===== config.mk =====
export PLATFORM = sky130hd
export DESIGN_NAME = ecc_apb_sequencer_flat
export DESIGN_NICKNAME = d
export VERILOG_FILES = /design/src/rtl/ecc_apb_sequencer_if.sv /design/src/rtl/ecc_apb_sequencer.sv /design/src/flat_wrapper.sv
export SDC_FILE = /design/constraint.sdc
export NUM_CORES = 1
export LEC_CHECK = 0
export CELL_PAD_IN_SITES_DETAIL_PLACEMENT = 0
export CELL_PAD_IN_SITES_GLOBAL_PLACEMENT = 1
export CORE_MARGIN = 5
export CORE_UTILIZATION = 45
export CTS_BUF_LIST = sky130_fd_sc_hd__clkbuf_8
export DETAILED_ROUTE_END_ITERATION = 6
export PLACE_DENSITY = 0.76
export SLEW_MARGIN = 5
export SYNTH_ARGS = -nofsm -noshare
export SYNTH_HDL_FRONTEND = slang
export SYNTH_SLANG_ARGS = --single-unit

===== constraint.sdc =====
create_clock -name clk -period 11 [get_ports clk]
set_input_delay 1.1 -clock clk [delete_from_list [all_inputs] [get_ports clk]]
set_output_delay 1.1 -clock clk [all_outputs]
set_load 0.005 [all_outputs]

===== src/rtl/ecc_apb_sequencer_if.sv =====
// rtl/ecc_apb_sequencer_if.sv - command, APB master and result signal bundle for ecc_apb_sequencer
interface ecc_apb_sequencer_if #(
    parameter int DATA_WIDTH      = 32,
    parameter int AMBA_ADDR_WIDTH = 20,
    parameter int AMBA_WORD       = 32,
    parameter int FIFO_DEPTH      = 4
);
    logic                         cmd_valid;
    logic                         cmd_ready;
    logic [1:0]                   cmd_ctrl;
    logic [1:0]                   cmd_width;
    logic [AMBA_WORD-1:0]         cmd_data;
    logic [AMBA_WORD-1:0]         cmd_noise;

    logic [AMBA_ADDR_WIDTH-1:0]   PADDR;
    logic [AMBA_WORD-1:0]         PWDATA;
    logic                         PSEL;
    logic                         PENABLE;
    logic                         PWRITE;

    logic                         operation_done;
    logic [DATA_WIDTH-1:0]        data_out;
    logic [1:0]                   num_of_errors;

    logic                         res_valid;
    logic [DATA_WIDTH-1:0]        res_data;
    logic [1:0]                   res_num_of_errors;
    logic                         res_timeout;
    logic                         busy;
    logic [$clog2(FIFO_DEPTH):0]  fifo_count;

    modport master (
        input  cmd_valid, cmd_ctrl, cmd_width, cmd_data, cmd_noise,
        input  operation_done, data_out, num_of_errors,
        output cmd_ready, PADDR, PWDATA, PSEL, PENABLE, PWRITE,
        output res_valid, res_data, res_num_of_errors, res_timeout, busy, fifo_count
    );

    modport slave (
        output cmd_valid, cmd_ctrl, cmd_width, cmd_data, cmd_noise,
        output operation_done, data_out, num_of_errors,
        input  cmd_ready, PADDR, PWDATA, PSEL, PENABLE, PWRITE,
        input  res_valid, res_data, res_num_of_errors, res_timeout, busy, fifo_count
    );
endinterface


===== src/rtl/ecc_apb_sequencer.sv =====
// rtl/ecc_apb_sequencer.sv - queues ECC commands and replays each as four APB register writes, then collects the result
module ecc_apb_sequencer #(
    parameter int DATA_WIDTH      = 32,
    parameter int AMBA_ADDR_WIDTH = 20,
    parameter int AMBA_WORD       = 32,
    parameter int FIFO_DEPTH      = 4,
    parameter int TIMEOUT_CYCLES  = 64,
    parameter logic [AMBA_ADDR_WIDTH-1:0] BASE_ADDR = '0
) (
    input  logic clk,
    input  logic rst,
    ecc_apb_sequencer_if.master bus
);
    localparam int PW = $clog2(FIFO_DEPTH);
    localparam int CW = PW + 1;
    localparam int TW = $clog2(TIMEOUT_CYCLES + 1);
    localparam logic [CW-1:0] DEPTH_C = CW'(FIFO_DEPTH);
    localparam logic [TW-1:0] TMAX_C  = TW'(TIMEOUT_CYCLES - 1);

    typedef enum logic [2:0] {
        S_IDLE,
        S_SETUP,
        S_ACCESS,
        S_WAIT_DONE,
        S_REPORT
    } state_t;

    logic [1:0]           r_q_ctrl  [FIFO_DEPTH];
    logic [1:0]           r_q_width [FIFO_DEPTH];
    logic [AMBA_WORD-1:0] r_q_data  [FIFO_DEPTH];
    logic [AMBA_WORD-1:0] r_q_noise [FIFO_DEPTH];
    logic [PW-1:0]        r_wr_ptr;
    logic [PW-1:0]        r_rd_ptr;
    logic [CW-1:0]        r_count;

    state_t                     r_state;
    logic [1:0]                 r_idx;
    logic [TW-1:0]              r_timer;
    logic [1:0]                 r_w_ctrl;
    logic [1:0]                 r_w_width;
    logic [AMBA_WORD-1:0]       r_w_noise;
    logic [AMBA_ADDR_WIDTH-1:0] r_paddr;
    logic [AMBA_WORD-1:0]       r_pwdata;
    logic                       r_psel;
    logic                       r_penable;
    logic                       r_pwrite;
    logic                       r_res_valid;
    logic [DATA_WIDTH-1:0]      r_res_data;
    logic [1:0]                 r_res_nerr;
    logic                       r_res_timeout;

    logic                 w_cmd_ready;
    logic                 w_push;
    logic                 w_pop;
    logic [1:0]           w_next_idx;
    logic [AMBA_WORD-1:0] w_next_pwdata;

    // Readiness comes only from the registered count, so a full FIFO drops a push even when popping.
    assign w_cmd_ready = (r_count < DEPTH_C);
    assign w_push      = bus.cmd_valid && w_cmd_ready;
    assign w_pop       = (r_state == S_IDLE) && (r_count != '0);
    assign w_next_idx  = r_idx + 2'd1;

    function automatic logic [AMBA_ADDR_WIDTH-1:0] reg_addr(input logic [1:0] idx);
        case (idx)
            2'd0:    return BASE_ADDR + AMBA_ADDR_WIDTH'(4);
            2'd1:    return BASE_ADDR + AMBA_ADDR_WIDTH'(8);
            2'd2:    return BASE_ADDR + AMBA_ADDR_WIDTH'(12);
            default: return BASE_ADDR;
        endcase
    endfunction

    always_comb begin
        w_next_pwdata = '0;
        case (w_next_idx)
            2'd1:    w_next_pwdata = AMBA_WORD'(r_w_width);
            2'd2:    w_next_pwdata = r_w_noise;
            2'd3:    w_next_pwdata = AMBA_WORD'(r_w_ctrl);
            default: w_next_pwdata = '0;
        endcase
    end

    always_ff @(posedge clk) begin
        if (w_push) begin
            r_q_ctrl[r_wr_ptr]  <= bus.cmd_ctrl;
            r_q_width[r_wr_ptr] <= bus.cmd_width;
            r_q_data[r_wr_ptr]  <= bus.cmd_data;
            r_q_noise[r_wr_ptr] <= bus.cmd_noise;
        end
    end

    always_ff @(posedge clk or posedge rst) begin
        if (rst) begin
            r_wr_ptr <= '0;
            r_rd_ptr <= '0;
            r_count  <= '0;
        end else begin
            if (w_push) r_wr_ptr <= r_wr_ptr + PW'(1);
            if (w_pop)  r_rd_ptr <= r_rd_ptr + PW'(1);
            case ({w_push, w_pop})
                2'b10:   r_count <= r_count + CW'(1);
                2'b01:   r_count <= r_count - CW'(1);
                default: r_count <= r_count;
            endcase
        end
    end

    always_ff @(posedge clk or posedge rst) begin
        if (rst) begin
            r_state       <= S_IDLE;
            r_idx         <= '0;
            r_timer       <= '0;
            r_w_ctrl      <= '0;
            r_w_width     <= '0;
            r_w_noise     <= '0;
            r_paddr       <= '0;
            r_pwdata      <= '0;
            r_psel        <= 1'b0;
            r_penable     <= 1'b0;
            r_pwrite      <= 1'b0;
            r_res_valid   <= 1'b0;
            r_res_data    <= '0;
            r_res_nerr    <= '0;
            r_res_timeout <= 1'b0;
        end else begin
            r_res_valid <= 1'b0;
            case (r_state)
                S_IDLE: begin
                    if (w_pop) begin
                        r_w_ctrl  <= r_q_ctrl[r_rd_ptr];
                        r_w_width <= r_q_width[r_rd_ptr];
                        r_w_noise <= r_q_noise[r_rd_ptr];
                        r_idx     <= '0;
                        r_psel    <= 1'b1;
                        r_penable <= 1'b0;
                        r_pwrite  <= 1'b1;
                        r_paddr   <= reg_addr(2'd0);
                        r_pwdata  <= r_q_data[r_rd_ptr];
                        r_state   <= S_SETUP;
                    end
                end
                S_SETUP: begin
                    r_penable <= 1'b1;
                    r_state   <= S_ACCESS;
                end
                S_ACCESS: begin
                    if (r_idx != 2'd3) begin
                        r_idx     <= w_next_idx;
                        r_penable <= 1'b0;
                        r_paddr   <= reg_addr(w_next_idx);
                        r_pwdata  <= w_next_pwdata;
                        r_state   <= S_SETUP;
                    end else begin
                        r_psel    <= 1'b0;
                        r_penable <= 1'b0;
                        r_pwrite  <= 1'b0;
                        r_paddr   <= '0;
                        r_pwdata  <= '0;
                        r_timer   <= '0;
                        r_state   <= S_WAIT_DONE;
                    end
                end
                S_WAIT_DONE: begin
                    // A done arriving on the timeout edge still wins.
                    if (bus.operation_done) begin
                        r_res_data    <= bus.data_out;
                        r_res_nerr    <= bus.num_of_errors;
                        r_res_timeout <= 1'b0;
                        r_res_valid   <= 1'b1;
                        r_state       <= S_REPORT;
                    end else if (r_timer == TMAX_C) begin
                        r_res_data    <= '0;
                        r_res_nerr    <= '0;
                        r_res_timeout <= 1'b1;
                        r_res_valid   <= 1'b1;
                        r_state       <= S_REPORT;
                    end else begin
                        r_timer <= r_timer + TW'(1);
                    end
                end
                S_REPORT: r_state <= S_IDLE;
                default:  r_state <= S_IDLE;
            endcase
        end
    end

    assign bus.cmd_ready         = w_cmd_ready;
    assign bus.PADDR             = r_paddr;
    assign bus.PWDATA            = r_pwdata;
    assign bus.PSEL              = r_psel;
    assign bus.PENABLE           = r_penable;
    assign bus.PWRITE            = r_pwrite;
    assign bus.res_valid         = r_res_valid;
    assign bus.res_data          = r_res_data;
    assign bus.res_num_of_errors = r_res_nerr;
    assign bus.res_timeout       = r_res_timeout;
    assign bus.busy              = (r_state != S_IDLE);
    assign bus.fifo_count        = r_count;
endmodule


===== src/flat_wrapper.sv =====
// flat-port wrapper written by rule: the top's interface ports become plain ports
module ecc_apb_sequencer_flat 
#(
    parameter int DATA_WIDTH      = 32,
    parameter int AMBA_ADDR_WIDTH = 20,
    parameter int AMBA_WORD       = 32,
    parameter int FIFO_DEPTH      = 4,
    parameter int TIMEOUT_CYCLES  = 64,
    parameter logic [AMBA_ADDR_WIDTH-1:0] BASE_ADDR = '0
)
  (clk, rst, bus_cmd_valid, bus_cmd_ctrl, bus_cmd_width, bus_cmd_data, bus_cmd_noise, bus_operation_done, bus_data_out, bus_num_of_errors, bus_cmd_ready, bus_PADDR, bus_PWDATA, bus_PSEL, bus_PENABLE, bus_PWRITE, bus_res_valid, bus_res_data, bus_res_num_of_errors, bus_res_timeout, bus_busy, bus_fifo_count);
  ecc_apb_sequencer_if #(.DATA_WIDTH(DATA_WIDTH), .AMBA_ADDR_WIDTH(AMBA_ADDR_WIDTH), .AMBA_WORD(AMBA_WORD), .FIFO_DEPTH(FIFO_DEPTH)) bus_i ();
  input  logic clk;
  input  logic rst;
  input wire logic [$bits(bus_i.cmd_valid)-1:0] bus_cmd_valid;
  input wire logic [$bits(bus_i.cmd_ctrl)-1:0] bus_cmd_ctrl;
  input wire logic [$bits(bus_i.cmd_width)-1:0] bus_cmd_width;
  input wire logic [$bits(bus_i.cmd_data)-1:0] bus_cmd_data;
  input wire logic [$bits(bus_i.cmd_noise)-1:0] bus_cmd_noise;
  input wire logic [$bits(bus_i.operation_done)-1:0] bus_operation_done;
  input wire logic [$bits(bus_i.data_out)-1:0] bus_data_out;
  input wire logic [$bits(bus_i.num_of_errors)-1:0] bus_num_of_errors;
  output wire logic [$bits(bus_i.cmd_ready)-1:0] bus_cmd_ready;
  output wire logic [$bits(bus_i.PADDR)-1:0] bus_PADDR;
  output wire logic [$bits(bus_i.PWDATA)-1:0] bus_PWDATA;
  output wire logic [$bits(bus_i.PSEL)-1:0] bus_PSEL;
  output wire logic [$bits(bus_i.PENABLE)-1:0] bus_PENABLE;
  output wire logic [$bits(bus_i.PWRITE)-1:0] bus_PWRITE;
  output wire logic [$bits(bus_i.res_valid)-1:0] bus_res_valid;
  output wire logic [$bits(bus_i.res_data)-1:0] bus_res_data;
  output wire logic [$bits(bus_i.res_num_of_errors)-1:0] bus_res_num_of_errors;
  output wire logic [$bits(bus_i.res_timeout)-1:0] bus_res_timeout;
  output wire logic [$bits(bus_i.busy)-1:0] bus_busy;
  output wire logic [$bits(bus_i.fifo_count)-1:0] bus_fifo_count;
  assign bus_i.cmd_valid = bus_cmd_valid;
  assign bus_i.cmd_ctrl = bus_cmd_ctrl;
  assign bus_i.cmd_width = bus_cmd_width;
  assign bus_i.cmd_data = bus_cmd_data;
  assign bus_i.cmd_noise = bus_cmd_noise;
  assign bus_i.operation_done = bus_operation_done;
  assign bus_i.data_out = bus_data_out;
  assign bus_i.num_of_errors = bus_num_of_errors;
  assign bus_cmd_ready = bus_i.cmd_ready;
  assign bus_PADDR = bus_i.PADDR;
  assign bus_PWDATA = bus_i.PWDATA;
  assign bus_PSEL = bus_i.PSEL;
  assign bus_PENABLE = bus_i.PENABLE;
  assign bus_PWRITE = bus_i.PWRITE;
  assign bus_res_valid = bus_i.res_valid;
  assign bus_res_data = bus_i.res_data;
  assign bus_res_num_of_errors = bus_i.res_num_of_errors;
  assign bus_res_timeout = bus_i.res_timeout;
  assign bus_busy = bus_i.busy;
  assign bus_fifo_count = bus_i.fifo_count;
  ecc_apb_sequencer #(.DATA_WIDTH(DATA_WIDTH), .AMBA_ADDR_WIDTH(AMBA_ADDR_WIDTH), .AMBA_WORD(AMBA_WORD), .FIFO_DEPTH(FIFO_DEPTH), .TIMEOUT_CYCLES(TIMEOUT_CYCLES), .BASE_ADDR(BASE_ADDR)) u_core (.clk(clk), .rst(rst), .bus(bus_i));
endmodule

Word level (Yosys, flattened, before mapping)
Memory sizes are Yosys's and may differ from the RTL's. A register that Yosys moved wholly into a read port is not among the register bits.
Cells that the tools add are included.
Word-level totals
  register bits after elaboration: 109
  RAM bits: 272
  bits of input ports: 106
  output and inout bits: 96
  logic and storage cells: 97
  memories kept: 4
Memory list
  u_core.r_q_data: words 4, width 32, read ports 1, clocked after memory_dff 0, wr ports 1, RTL line ecc_apb_sequencer.sv:30  | logic [AMBA_WORD-1:0] r_q_data [FIFO_DEPTH];
  u_core.r_q_noise: words 4, width 32, read ports 1, clocked after memory_dff 1, wr ports 1, RTL line ecc_apb_sequencer.sv:31  | logic [AMBA_WORD-1:0] r_q_noise [FIFO_DEPTH];
  u_core.r_q_ctrl: words 4, width 2, read ports 1, clocked after memory_dff 1, wr ports 1, RTL line ecc_apb_sequencer.sv:28  | logic [1:0] r_q_ctrl [FIFO_DEPTH];
  u_core.r_q_width: words 4, width 2, read ports 1, clocked after memory_dff 1, wr ports 1, RTL line ecc_apb_sequencer.sv:29  | logic [1:0] r_q_width [FIFO_DEPTH];
Cells by class
  add/subtract/negate cells: 6
  order comparisons: 1
  eq/ne operators: 16
  muxes and demuxes: 37
  reductions and logical operators: 19
Operators with widths (count)
  $mux 32: 4
  $pmux 32 s3: 1
  $pmux 32 s2: 1
  $pmux 20 s2: 1
  $mux 7: 3
  $mux 20: 1
  $pmux 7 s2: 1
  $pmux 3 s4: 1
  $pmux 4 s3: 1
  $mux 1: 10
  $mux 2: 5
  $reduce_and 2->1: 5
  $mux 3: 3
  $reduce_bool 3->1: 3
  $ne 2x2->1 const B: 4
  $reduce_bool 2->1: 4
  $add 7x1->7 const B: 1
  $eq 7x6->1 const B: 1
  $add 2x1->2 const B: 3
  $eq 2x2->1 const B: 3
  $eq 3x2->1 const B: 2
  $pmux 3 s2: 1
  $reduce_and 3->1: 2
  $eq 2x1->1 const B: 2
  14 further kinds: 16

Longest topological paths before layout
Gate-level depths: netlist (run 1).
  word-level depth: 5
  gate-level depth with buffers: 13
  mapped depth without buffers: 9

Least setup slack after synthesis (run 1)
No wires, ideal clock.
  path type: in2reg
  start point: input bus_cmd_valid
  end point: memory u_core.r_q_ctrl[0][0] (enable)
  data arrival time: 3.066 ns
  required time: 10.567 ns
  path slack: 7.501 ns
  stages: 3
  cell sequence: nor2b_1 clkbuf_1 and2_1
On the way
  longest elaborated chain between the ends: 3
RTL lines
  start: declaration: RTL line flat_wrapper.sv:15  | input wire logic [$bits(bus_i.cmd_valid)-1:0] bus_cmd_valid;
  $logic_and 1x1->1: RTL line ecc_apb_sequencer.sv:60  | assign w_push = bus.cmd_valid && w_cmd_ready;
  $mux 1: RTL line ecc_apb_sequencer.sv:84  | if (w_push) begin
  $mux 1 (not written as such): RTL line ecc_apb_sequencer.sv:85  | r_q_ctrl[r_wr_ptr] <= bus.cmd_ctrl;
  end: declaration: RTL line ecc_apb_sequencer.sv:28
Every way passes these cells.

Worst setup path after layout (run 1)
  start point: register u_core.r_count[1], in the netlist u_core.bus.fifo_count[1]
  end point: register u_core.r_count[1], in the netlist u_core.bus.fifo_count[1]
On the way
  longest elaborated chain between the ends: 4
  elaborated cells on any way between the ends: 10
RTL lines
  start: declaration: RTL line ecc_apb_sequencer.sv:34  | logic [CW-1:0] r_count;
  start signal: assignment: RTL line ecc_apb_sequencer.sv:101  | 2'b10: r_count <= r_count + CW'(1);
  start signal: assignment: RTL line ecc_apb_sequencer.sv:102  | 2'b01: r_count <= r_count - CW'(1);
  start signal: assignment: RTL line ecc_apb_sequencer.sv:103  | default: r_count <= r_count;
  $lt 3x3->1 or $reduce_bool 3->1 (tied branches): RTL line ecc_apb_sequencer.sv:59, ecc_apb_sequencer.sv:61
  $logic_and 1x1->1 (on tied branches): RTL line ecc_apb_sequencer.sv:60, ecc_apb_sequencer.sv:61
  $eq 2x1->1 or $eq 2x2->1 (tied branches): RTL line ecc_apb_sequencer.sv:100  | case ({w_push, w_pop})
  $pmux 3 s2 or $reduce_bool 2->1 (tied branches)
Several ways; a longest one is shown, not always the timed one.
A chain may end at the register's enable or synchronous reset.

==> results of run 1 <==
[tightest hold or removal path: stages, from the launching register on]
cell and delay (ns):
dfrtp_1 0.34, nand2_1 0.05, nand2_1 0.05
[cell usage after synthesis, types with 2 or more instances]
master     number
o22ai_1        14
buf_4          19
nand2b_1        2
nor2b_1         2
nor2_1         25
and2_1         23
o21a_1          2
o21ai_0         6
buf_2          16
nand3_1         2
nor3_1          6
dfrtp_1       127
buf_6           3
nand2_1       121
o2bb2ai_1       2
mux2i_1         2
ha_1           10
inv_1          15
xor2_1          2
clkbuf_1       26
edfxtp_1      272
a21oi_1        19
xnor2_1         5
a22o_1         35
mux4_2         68
a221o_1        19
a222oi_1        2
[layout make-up]
type | count | share of cell area [%]
flip-flops and latches | 399 | 61.1
multi-input cells | 401 | 18.7
repair buffers | 189 | 10.1
clock buffers | 73 | 5.40
well taps | 448 | 3.02
clock inverters | 45 | 1.33
inverters | 16 | 0.377
[metal layers]
metal / GRT usage [%] / wire (um) / up-vias / part of all wire [%]
met4: 5.14 / 611 / 2 / 1.9
li1: - / - / 3698 / -
met2: 27.9 / 15600 / 288 / 49
met3: 4.00 / 1990 / 55 / 6.2
met1: 23.1 / 13700 / 4147 / 43
met5: 0 / 13 / - / 0.041
[through the flow]
step | worst slack (ns) | cells | hold WS [ns] | total power, mW | utilization [%]
floorplan | 6.52 | 881 | 0.445 | 3.19 | -
global placement | 7.51 | 1453 | 0.458 | 3.78 | 52.0
detailed placement | 7.52 | 1453 | 0.462 | 3.82 | 52.0
CTS | 7.66 | 1571 | 0.480 | 5.04 | 55.7
global route | 7.46 | 1571 | 0.494 | 5.28 | 55.7
finish | 7.73 | 1571 | 0.474 | 4.97 | 55.7
[registers in the layout (all words and copies together) (netlist names), 2 cells and up]
| register | flops |
|---|---|
| u_core.bus.PADDR | 2 |
| u_core.bus.PWDATA | 32 |
| u_core.bus.fifo_count | 3 |
| u_core.bus.res_data | 32 |
| u_core.bus.res_num_of_errors | 2 |
| u_core.r_idx | 2 |
| u_core.r_q_ctrl | 8 |
| u_core.r_q_data | 128 |
| u_core.r_q_noise | 128 |
| u_core.r_q_width | 8 |
| u_core.r_rd_ptr | 2 |
| u_core.r_state | 3 |
| u_core.r_timer | 7 |
| u_core.r_w_ctrl | 2 |
| u_core.r_w_noise | 32 |
| u_core.r_w_width | 2 |
| u_core.r_wr_ptr | 2 |
[power breakdown]
part / internal (mW) / switching (mW) / leakage (nW)
sequential: 2.00 / 0.270 / 4.04
clock: 0.640 / 0.570 / 0.725
combinational: 0.791 / 0.702 / 2.19
total: 3.43 / 1.54 / 6.95
[worst max path at each step]
| stage | startpoint | endpoint | slack, ns |
|---|---|---|---|
| floorplan | rst | u_core.bus.PADDR[2] | 6.52 |
| global placement | bus_cmd_valid | u_core.r_q_noise[1][22] | 7.51 |
| detailed placement | bus_cmd_valid | u_core.r_q_noise[1][22] | 7.52 |
| CTS | u_core.bus.fifo_count[1] | u_core.bus.fifo_count[1] | 7.66 |
| global route | u_core.bus.fifo_count[1] | u_core.bus.fifo_count[1] | 7.46 |
| finish | u_core.bus.fifo_count[1] | u_core.bus.fifo_count[1] | 7.73 |
[kinds of logic (layout without fill, tap and decap cells)]
family                     count (synthesis)  count (layout)  share of synthesized area [%]
xor gates and xnor gates                   7               7                          0.404
muxes                                     71              71                           10.3
other                                      1              18                         0.0247
and+or+nand+nor                          189             189                           5.40
buffers and inverters                     81             323                           2.79
AOI/OAI and AO/OA                        105             105                           5.31
DFF                                      399             399                           74.8
adders and majority gates                 11              11                          0.957
==> impl_metrics.py, run 1 <==
metrics = {
    "status": {
        "status": "finished clean",
    },
    "layout": {
        "finalNetCount": 1191,
        "layout_commonest_cell": "edfxtp_1",
        "final_cell_mix": "272 x edfxtp_1, 183 x clkdlybuf4s50_1, 125 x dfrtp_1",
        "n_fill_cell": 2662,
        "syn_to_final_growth_pct": 22.6,
        "stdcell_area_um2": 18600,
        "final_layout_size_suffix_gt1_share_pct": 15.6,
        "antenna_cells": 0,
        "multi_input_area_um2": 3480,
        "regArea_um2": 11400,
    },
    "timing": {
        "fmax_mhz": 305,
        "finalSetupViolations": 0,
        "slew_headroom_pct": 16.8,
        "worst_pin_slew_ns": 1.25,
        "fin_crit_sh_pct": 29.8,
        "setup_tns_ns": 0,
        "grt_setup_unrepaired": "no",
        "min_period_ns": 3.27,
        "clock_skew_ns": 0.0268,
        "slew_viol_final": 0,
        "hold_viol": 0,
    },
    "setup_path": {
        "path_delay_family": "buffers and inverters",
        "worst_setup_path_end_kind": "flop",
        "worstReg2RegEnd": "u_core.bus.fifo_count[1]",
        "worstPathMaxFanout": 60,
        "crit_buf_inv": 3,
        "crit_chain": "nor3_1, or2_2, buf_4, clkinv_4, ha_1, inv_1, fa_1, o21ai_0",
        "crit_cells": 8,
        "worstSetupStartpointType": "flop",
        "timing.critical_path.slowest_cell_delay_ns": 0.62,
        "cp.required_ns": 11.47,
        "worst_ep_arrival_time_ns": 3.74,
        "crit_path_top_delay_cell": "clkinv_4",
        "path_class": "reg -> reg",
        "r2r_start": "u_core.bus.fifo_count[1]",
        "reg2reg_depth": 8,
        "rrSetupSlack_ns": 7.73,
    },
    "floorplanning": {
        "rows": 67,
        "fp.dieArea_um2": 37500,
        "chipWidth_um": 194,
        "dieHeight_um": 194,
        "core-area_um2": 33400,
        "num_io_pins": 202,
        "start_util_pct": 45.5,
    },
    "route": {
        "viasPerCell": 5.21,
        "firstDrtPassIters": 5,
        "drt_iter0_drc": 392,
        "ant_nets": 0,
        "drc": 0,
        "routed_wl_um": 32000,
        "vias": 8190,
        "wire_per_inst_um": 20.3,
    },
    "cts": {
        "cts.path.max_buffers": 3,
        "clock_latency_ns": 0.58,
        "cts_tree": "yes",
        "numCtsBuffers": 67,
        "postCtsSetupRepairBufs": 0,
        "cts.sinks": 399,
        "clkTransAtPathRegs_ns": 0.05,
        "ctsRootBufferMaster": "clkbuf_8",
        "cts_hold_buf": 0,
        "cts_max_level": 3,
        "cts_resized": 0,
    },
    "synthesis": {
        "syn_inst": 864,
        "synthTopCellsByArea": "edfxtp_1 54%, dfrtp_1 21%, mux4_2 10%, nand2_1 3.0%, a22o_1 2.0%",
        "yosysTopAreaCell": "edfxtp_1",
        "synthDistinctLibCells": 46,
        "synth_top_area_share_pct": 53.9,
        "yosys_warnings": 0,
        "synth-edff-count": 272,
        "synth_top_flop_cell": "edfxtp_1",
        "async_reset_ff_share_pct": 31.8,
        "syn_avg_cell_area_um2": 17.6,
        "synth_area_um2": 15200,
        "synth-seq-cells": 399,
        "yosysSeqAreaShare_pct": 74.8,
    },
    "power_and_ir_drop": {
        "power_density_nw_per_um2": 267,
        "vdd_drop_max_uv": 179,
        "p_leak_nw": 6.95,
    },
    "global_routing": {
        "overflow": 0,
        "grt_pass1_wl_um": 50800,
        "grt_max_degree": 70,
        "track_usage_pct": 17.1,
        "antenna_found_initial": 1,
        "grt_pass1_vias": 8758,
    },
    "hold_path": {
        "min_from": "u_core.r_w_noise[29]",
        "hold_path.class": "reg -> reg",
        "worstHoldPathCells": 2,
        "worstHoldEndpoint": "u_core.r_w_noise[29]",
    },
    "placed_design": {
        "routabilityCongestion": 0.748,
        "hpwl_um": 18300,
        "port-buffer-count": 183,
        "postPlaceCellArea_um2": 17300,
    },
    "job": {
        "max_cap_violations": 0,
    },
}
(Power assumes the default switching activity.)
==> run 2, diff against run 1 <==
Clock period 11 ns to 3.4 ns, I/O delays scaled along.
==> impl_metrics.py, run 2 (synthesis gave the netlist of run 1 again) <==
metrics = {
    "layout": {
        "reg.largest.list": "u_core.r_q_data: 128 flops, u_core.r_q_noise: 128 flops",
        "syn_to_final_growth_pct": 23.8,
        "layout_commonest_cell": "edfxtp_1",
        "final_layout_size_suffix_gt1_share_pct": 16.1,
        "finalNetCount": 1198,
        "final_cell_mix": "272 x edfxtp_1, 183 x clkdlybuf4s50_1, 125 x dfrtp_1",
    },
    "floorplanning": {
        "dieHeight_um": 194,
        "fp.dieArea_um2": 37500,
        "chipWidth_um": 194,
        "core-area_um2": 33400,
        "rows": 67,
        "start_util_pct": 45.5,
        "num_io_pins": 202,
    },
    "setup_path": {
        "worst_ep_arrival_time_ns": 3.09,
        "worst_setup_path_end_kind": "flop",
        "crit_chain": "nor3_1, or2_2, clkinv_4, buf_4, nor2_2, o21ai_0",
        "crit_path_top_delay_cell": "nor2_2",
        "rrSetupSlack_ns": 0.69,
        "cp.required_ns": 3.78,
        "crit_buf_inv": 2,
        "timing.critical_path.slowest_cell_delay_ns": 0.77,
        "worstPathMaxFanout": 38,
        "worstSetupStartpointType": "flop",
        "path_delay_family": "simple AND/OR/NAND/NOR gates",
        "path_class": "reg -> reg",
    },
    "timing": {
        "slew_headroom_pct": 33.3,
        "fin_crit_sh_pct": 79.7,
        "grt_setup_unrepaired": "no",
        "clock_skew_ns": 0.0271,
        "fin_hold_ws_ns": 0.310,
        "finalSetupViolations": 0,
        "slew_viol_final": 0,
        "min_period_ns": 2.71,
        "setup_tns_ns": 0,
        "fmax_mhz": 369,
        "hold_viol": 0,
        "worst_pin_slew_ns": 0.999,
    },
    "cts": {
        "cts_resized": 0,
        "cts.sinks": 399,
        "cts_hold_buf": 0,
        "cts_tree": "yes",
        "ctsRootBufferMaster": "clkbuf_8",
        "numCtsBuffers": 66,
        "cts.path.max_buffers": 3,
        "clock_latency_ns": 0.58,
        "cts_max_level": 3,
        "clkTransAtPathRegs_ns": 0.06,
        "postCtsSetupRepairBufs": 0,
    },
    "global_routing": {
        "overflow": 0,
        "grt_pass1_vias": 8681,
        "grt_pass1_wl_um": 50400,
        "antenna_found_initial": 4,
        "track_usage_pct": 17.0,
        "grt_max_degree": 128,
    },
    "route": {
        "viasPerCell": 5.21,
        "routed_wl_um": 32100,
        "ant_nets": 0,
        "vias": 8250,
        "firstDrtPassIters": 4,
        "drt_iter0_drc": 483,
        "wire_per_inst_um": 20.3,
        "drc": 0,
    },
    "placed_design": {
        "port-buffer-count": 183,
        "hpwl_um": 18800,
        "routabilityCongestion": 0.736,
    },
    "status": {
        "status": "finished clean",
    },
    "power_and_ir_drop": {
        "vdd_drop_max_uv": 430,
        "p_leak_nw": 7.02,
        "power_density_nw_per_um2": 867,
    },
    "hold_path": {
        "hold_path.class": "in -> async",
    },
    "job": {
        "max_cap_violations": 0,
    },
}
## run 2: worst min-delay path, delay by kind of cell
family	cells	cell delay, ns
buffers and inverters	3	1.02
## run 2: worst paths after layout
check | to | from | cells past startpoint
hold reg to reg | u_core.r_w_noise[15] | u_core.r_w_noise[15] | 2
min in group clk | u_core.bus.res_data[5] | bus_data_out[5] | 2
setup / recovery | u_core.r_state[0] | u_core.bus.fifo_count[1] | 6
hold / removal | u_core.r_timer[5] | rst | 3
max in group asynchronous | u_core.r_rd_ptr[1] | rst | 3
setup reg to reg | u_core.r_state[0] | u_core.bus.fifo_count[1] | 6
## run 2: layout make-up
class | count | area (um2)
fill | 2644 | 14600
sequential | 399 | 11400
multi-input combinational | 401 | 3480
timing repair buffer | 197 | 2010
clock buffer | 74 | 1020
tap | 448 | 561
clock inverter | 47 | 282
inverter | 16 | 68.8
antenna | 1 | 2.50
## run 2: metrics by stage
stage	utilization [%]	total power [mW]	cell area, um2	setup WS, ns	instances
2_1_floorplan	-	10.3	15200	0.605	881
3_3_place_gp	52.4	12.3	17500	0.696	1461
3_5_place_dp	52.4	12.4	17500	0.614	1461
4_1_cts	56.3	16.5	18800	0.548	1582
5_1_grt	56.3	17.3	18800	0.454	1583
6_report	56.3	16.3	18800	0.691	1583
## run 2: per-layer routing
layer / vias to the layer above / share of wire (%) / GRT usage [%]
met5: - / 0.13 / 0
met4: 6 / 2.6 / 5.95
met3: 67 / 6.2 / 4.11
met2: 283 / 48 / 27.4
met1: 4183 / 43 / 22.8
li1: 3711 / - / -
## run 2: where the power goes
| part | total, mW | switching, mW | internal [mW] |
|---|---|---|---|
| sequential | 7.27 | 0.815 | 6.45 |
| combinational | 4.98 | 2.35 | 2.62 |
| clock | 4.03 | 1.85 | 2.18 |
| total | 16.3 | 5.02 | 11.3 |
==> run 3, diff against run 2 <==
Settings changed: CORE_UTILIZATION 45 to 44, PLACE_DENSITY 0.76 to 0.78.
Clock period 3.4 ns to 2.45 ns, I/O delays scaled along.
==> impl_metrics.py, run 3 (synthesis gave the netlist of run 1 again) <==
metrics = {
    "cts": {
        "postCtsSetupRepairBufs": 0,
        "clock_latency_ns": 0.58,
        "cts.path.max_buffers": 3,
        "cts.sinks": 399,
        "cts_hold_buf": 1,
        "cts_tree": "yes",
        "cts_max_level": 3,
        "ctsRootBufferMaster": "clkbuf_8",
        "clkTransAtPathRegs_ns": 0.06,
        "cts_resized": 0,
        "numCtsBuffers": 67,
    },
    "timing": {
        "finalSetupViolations": 0,
        "fmax_mhz": 443,
        "grt_setup_unrepaired": "no",
        "setup_tns_ns": 0,
        "clock_skew_ns": 0.0246,
        "hold_viol": 0,
        "worst_pin_slew_ns": 0.960,
        "fin_crit_sh_pct": 92.1,
        "fin_hold_ws_ns": 0.286,
        "slew_headroom_pct": 35.9,
        "slew_viol_final": 0,
        "min_period_ns": 2.26,
    },
    "power_and_ir_drop": {
        "vdd_drop_max_uv": 792,
        "switching_power_mw": 7.06,
        "power.share.combinational_pct": 32.8,
        "power_frac_clock_pct": 23.8,
        "p_total_mw": 22.7,
        "swShare_pct": 31.1,
        "seqPwrFrac_pct": 43.4,
        "p_leak_nw": 7.13,
        "intPower_mw": 15.6,
        "power_density_nw_per_um2": 1190,
    },
    "placed_design": {
        "port-buffer-count": 183,
        "numPlacedInstances": 1487,
        "postPlaceCellArea_um2": 17700,
        "hpwl_um": 20300,
        "routabilityCongestion": 0.752,
    },
    "layout": {
        "final_cell_mix": "272 x edfxtp_1, 183 x clkdlybuf4s50_1, 125 x dfrtp_1",
        "syn_to_final_growth_pct": 25.3,
        "layout_commonest_cell": "edfxtp_1",
        "n_fill_cell": 2673,
        "stdcell_area_um2": 19000,
        "final_layout_size_suffix_gt1_share_pct": 17.8,
        "finalNetCount": 1219,
        "final_cells": 1612,
        "reg.largest.list": "u_core.r_q_data: 128 flops, u_core.r_q_noise: 128 flops",
    },
    "setup_path": {
        "worst_ep_arrival_time_ns": 2.74,
        "worstPathMaxFanout": 7,
        "timing.critical_path.slowest_cell_delay_ns": 0.43,
        "cp.required_ns": 2.93,
        "crit_path_top_delay_cell": "dfrtp_1",
        "worst_setup_path_end_kind": "flop",
        "path_delay_family": "simple AND/OR/NAND/NOR gates",
        "crit_buf_inv": 2,
        "worstSetupStartpointType": "flop",
        "path_class": "reg -> reg",
        "crit_chain": "or3_4, or2_2, clkinv_4, ha_4, inv_1, fa_2, xor2_1, nor2_1, xnor2_1",
    },
    "status": {
        "status": "finished clean",
    },
    "global_routing": {
        "grt_pass1_vias": 8924,
        "overflow": 0,
        "antenna_found_initial": 3,
        "track_usage_pct": 16.9,
        "grt_pass1_wl_um": 50800,
        "grt_max_degree": 58,
    },
    "floorplanning": {
        "core-area_um2": 34300,
        "start_util_pct": 44.2,
        "rows": 68,
        "chipWidth_um": 196,
        "fp.dieArea_um2": 38300,
        "num_io_pins": 202,
        "dieHeight_um": 196,
    },
    "route": {
        "routed_wl_um": 32500,
        "drt_iter0_drc": 483,
        "drc": 0,
        "firstDrtPassIters": 5,
        "vias": 8394,
        "wire_per_inst_um": 20.2,
        "viasPerCell": 5.21,
        "ant_nets": 0,
    },
    "hold_path": {
        "hold_path.class": "in -> reg",
    },
    "job": {
        "max_cap_violations": 0,
    },
}
[run 3: cell count changes in the layout (fill, tap and decap cells not counted), moves of 2 or more]
cell | previous run | this run
bufinv_16 | 2 | 0
buf_4 | 8 | 19
buf_12 | 6 | 14
clkinv_2 | 3 | 8
[run 3: layer usage]
metal  wire (um)  vias up  track usage, %
met5          13        -               0
met4         680        2            5.46
li1            -     3768               -
met2       15400      281            26.9
met3        2310       59            4.41
met1       14100     4284            23.1
[run 3: power groups by stage]
stage / clock network, mW / registers (mW) / logic, mW
5_1_grt: 5.90 / 10.0 / 8.19
3_5_place_dp: 0 / 9.98 / 7.59
4_1_cts: 5.60 / 9.87 / 7.62
6_report: 5.41 / 9.85 / 7.45
2_1_floorplan: 0 / 9.70 / 4.67
3_3_place_gp: 0 / 9.93 / 7.47
[run 3: final timing paths]
path	start	end	slack, ns	cells past startpoint
hold / removal	bus_data_out[29]	u_core.bus.res_data[29]	0.29	2
hold reg to reg	u_core.r_w_width[0]	u_core.r_w_width[0]	0.48	2
setup reg to reg	u_core.r_state[2]	u_core.bus.fifo_count[2]	0.19	9
setup / recovery	u_core.r_state[2]	u_core.bus.fifo_count[2]	0.19	9
min in group asynchronous	rst	u_core.r_w_noise[4]	0.53	3
max in group asynchronous	rst	u_core.r_rd_ptr[1]	1.20	4
[run 3: per-stage QoR]
step,util (%),setup WS (ns)
after floorplan,-,0.00959
after global placement,51.7,0.235
after detailed placement,51.7,0.206
after CTS,55.4,0.194
after global routing,55.4,0.0499
final,55.4,0.194
[run 3: cell type report]
type	count	area, um2	share of cell area, %
diodes	2	5.00	0.0263
clock buffers	74	1020	5.36
clock inverters	48	230	1.21
inverters	16	68.8	0.362
multi-input cells	401	3490	18.4
flip-flops and latches	399	11400	59.7
well taps	455	569	3.00
repair buffers	217	2260	11.9
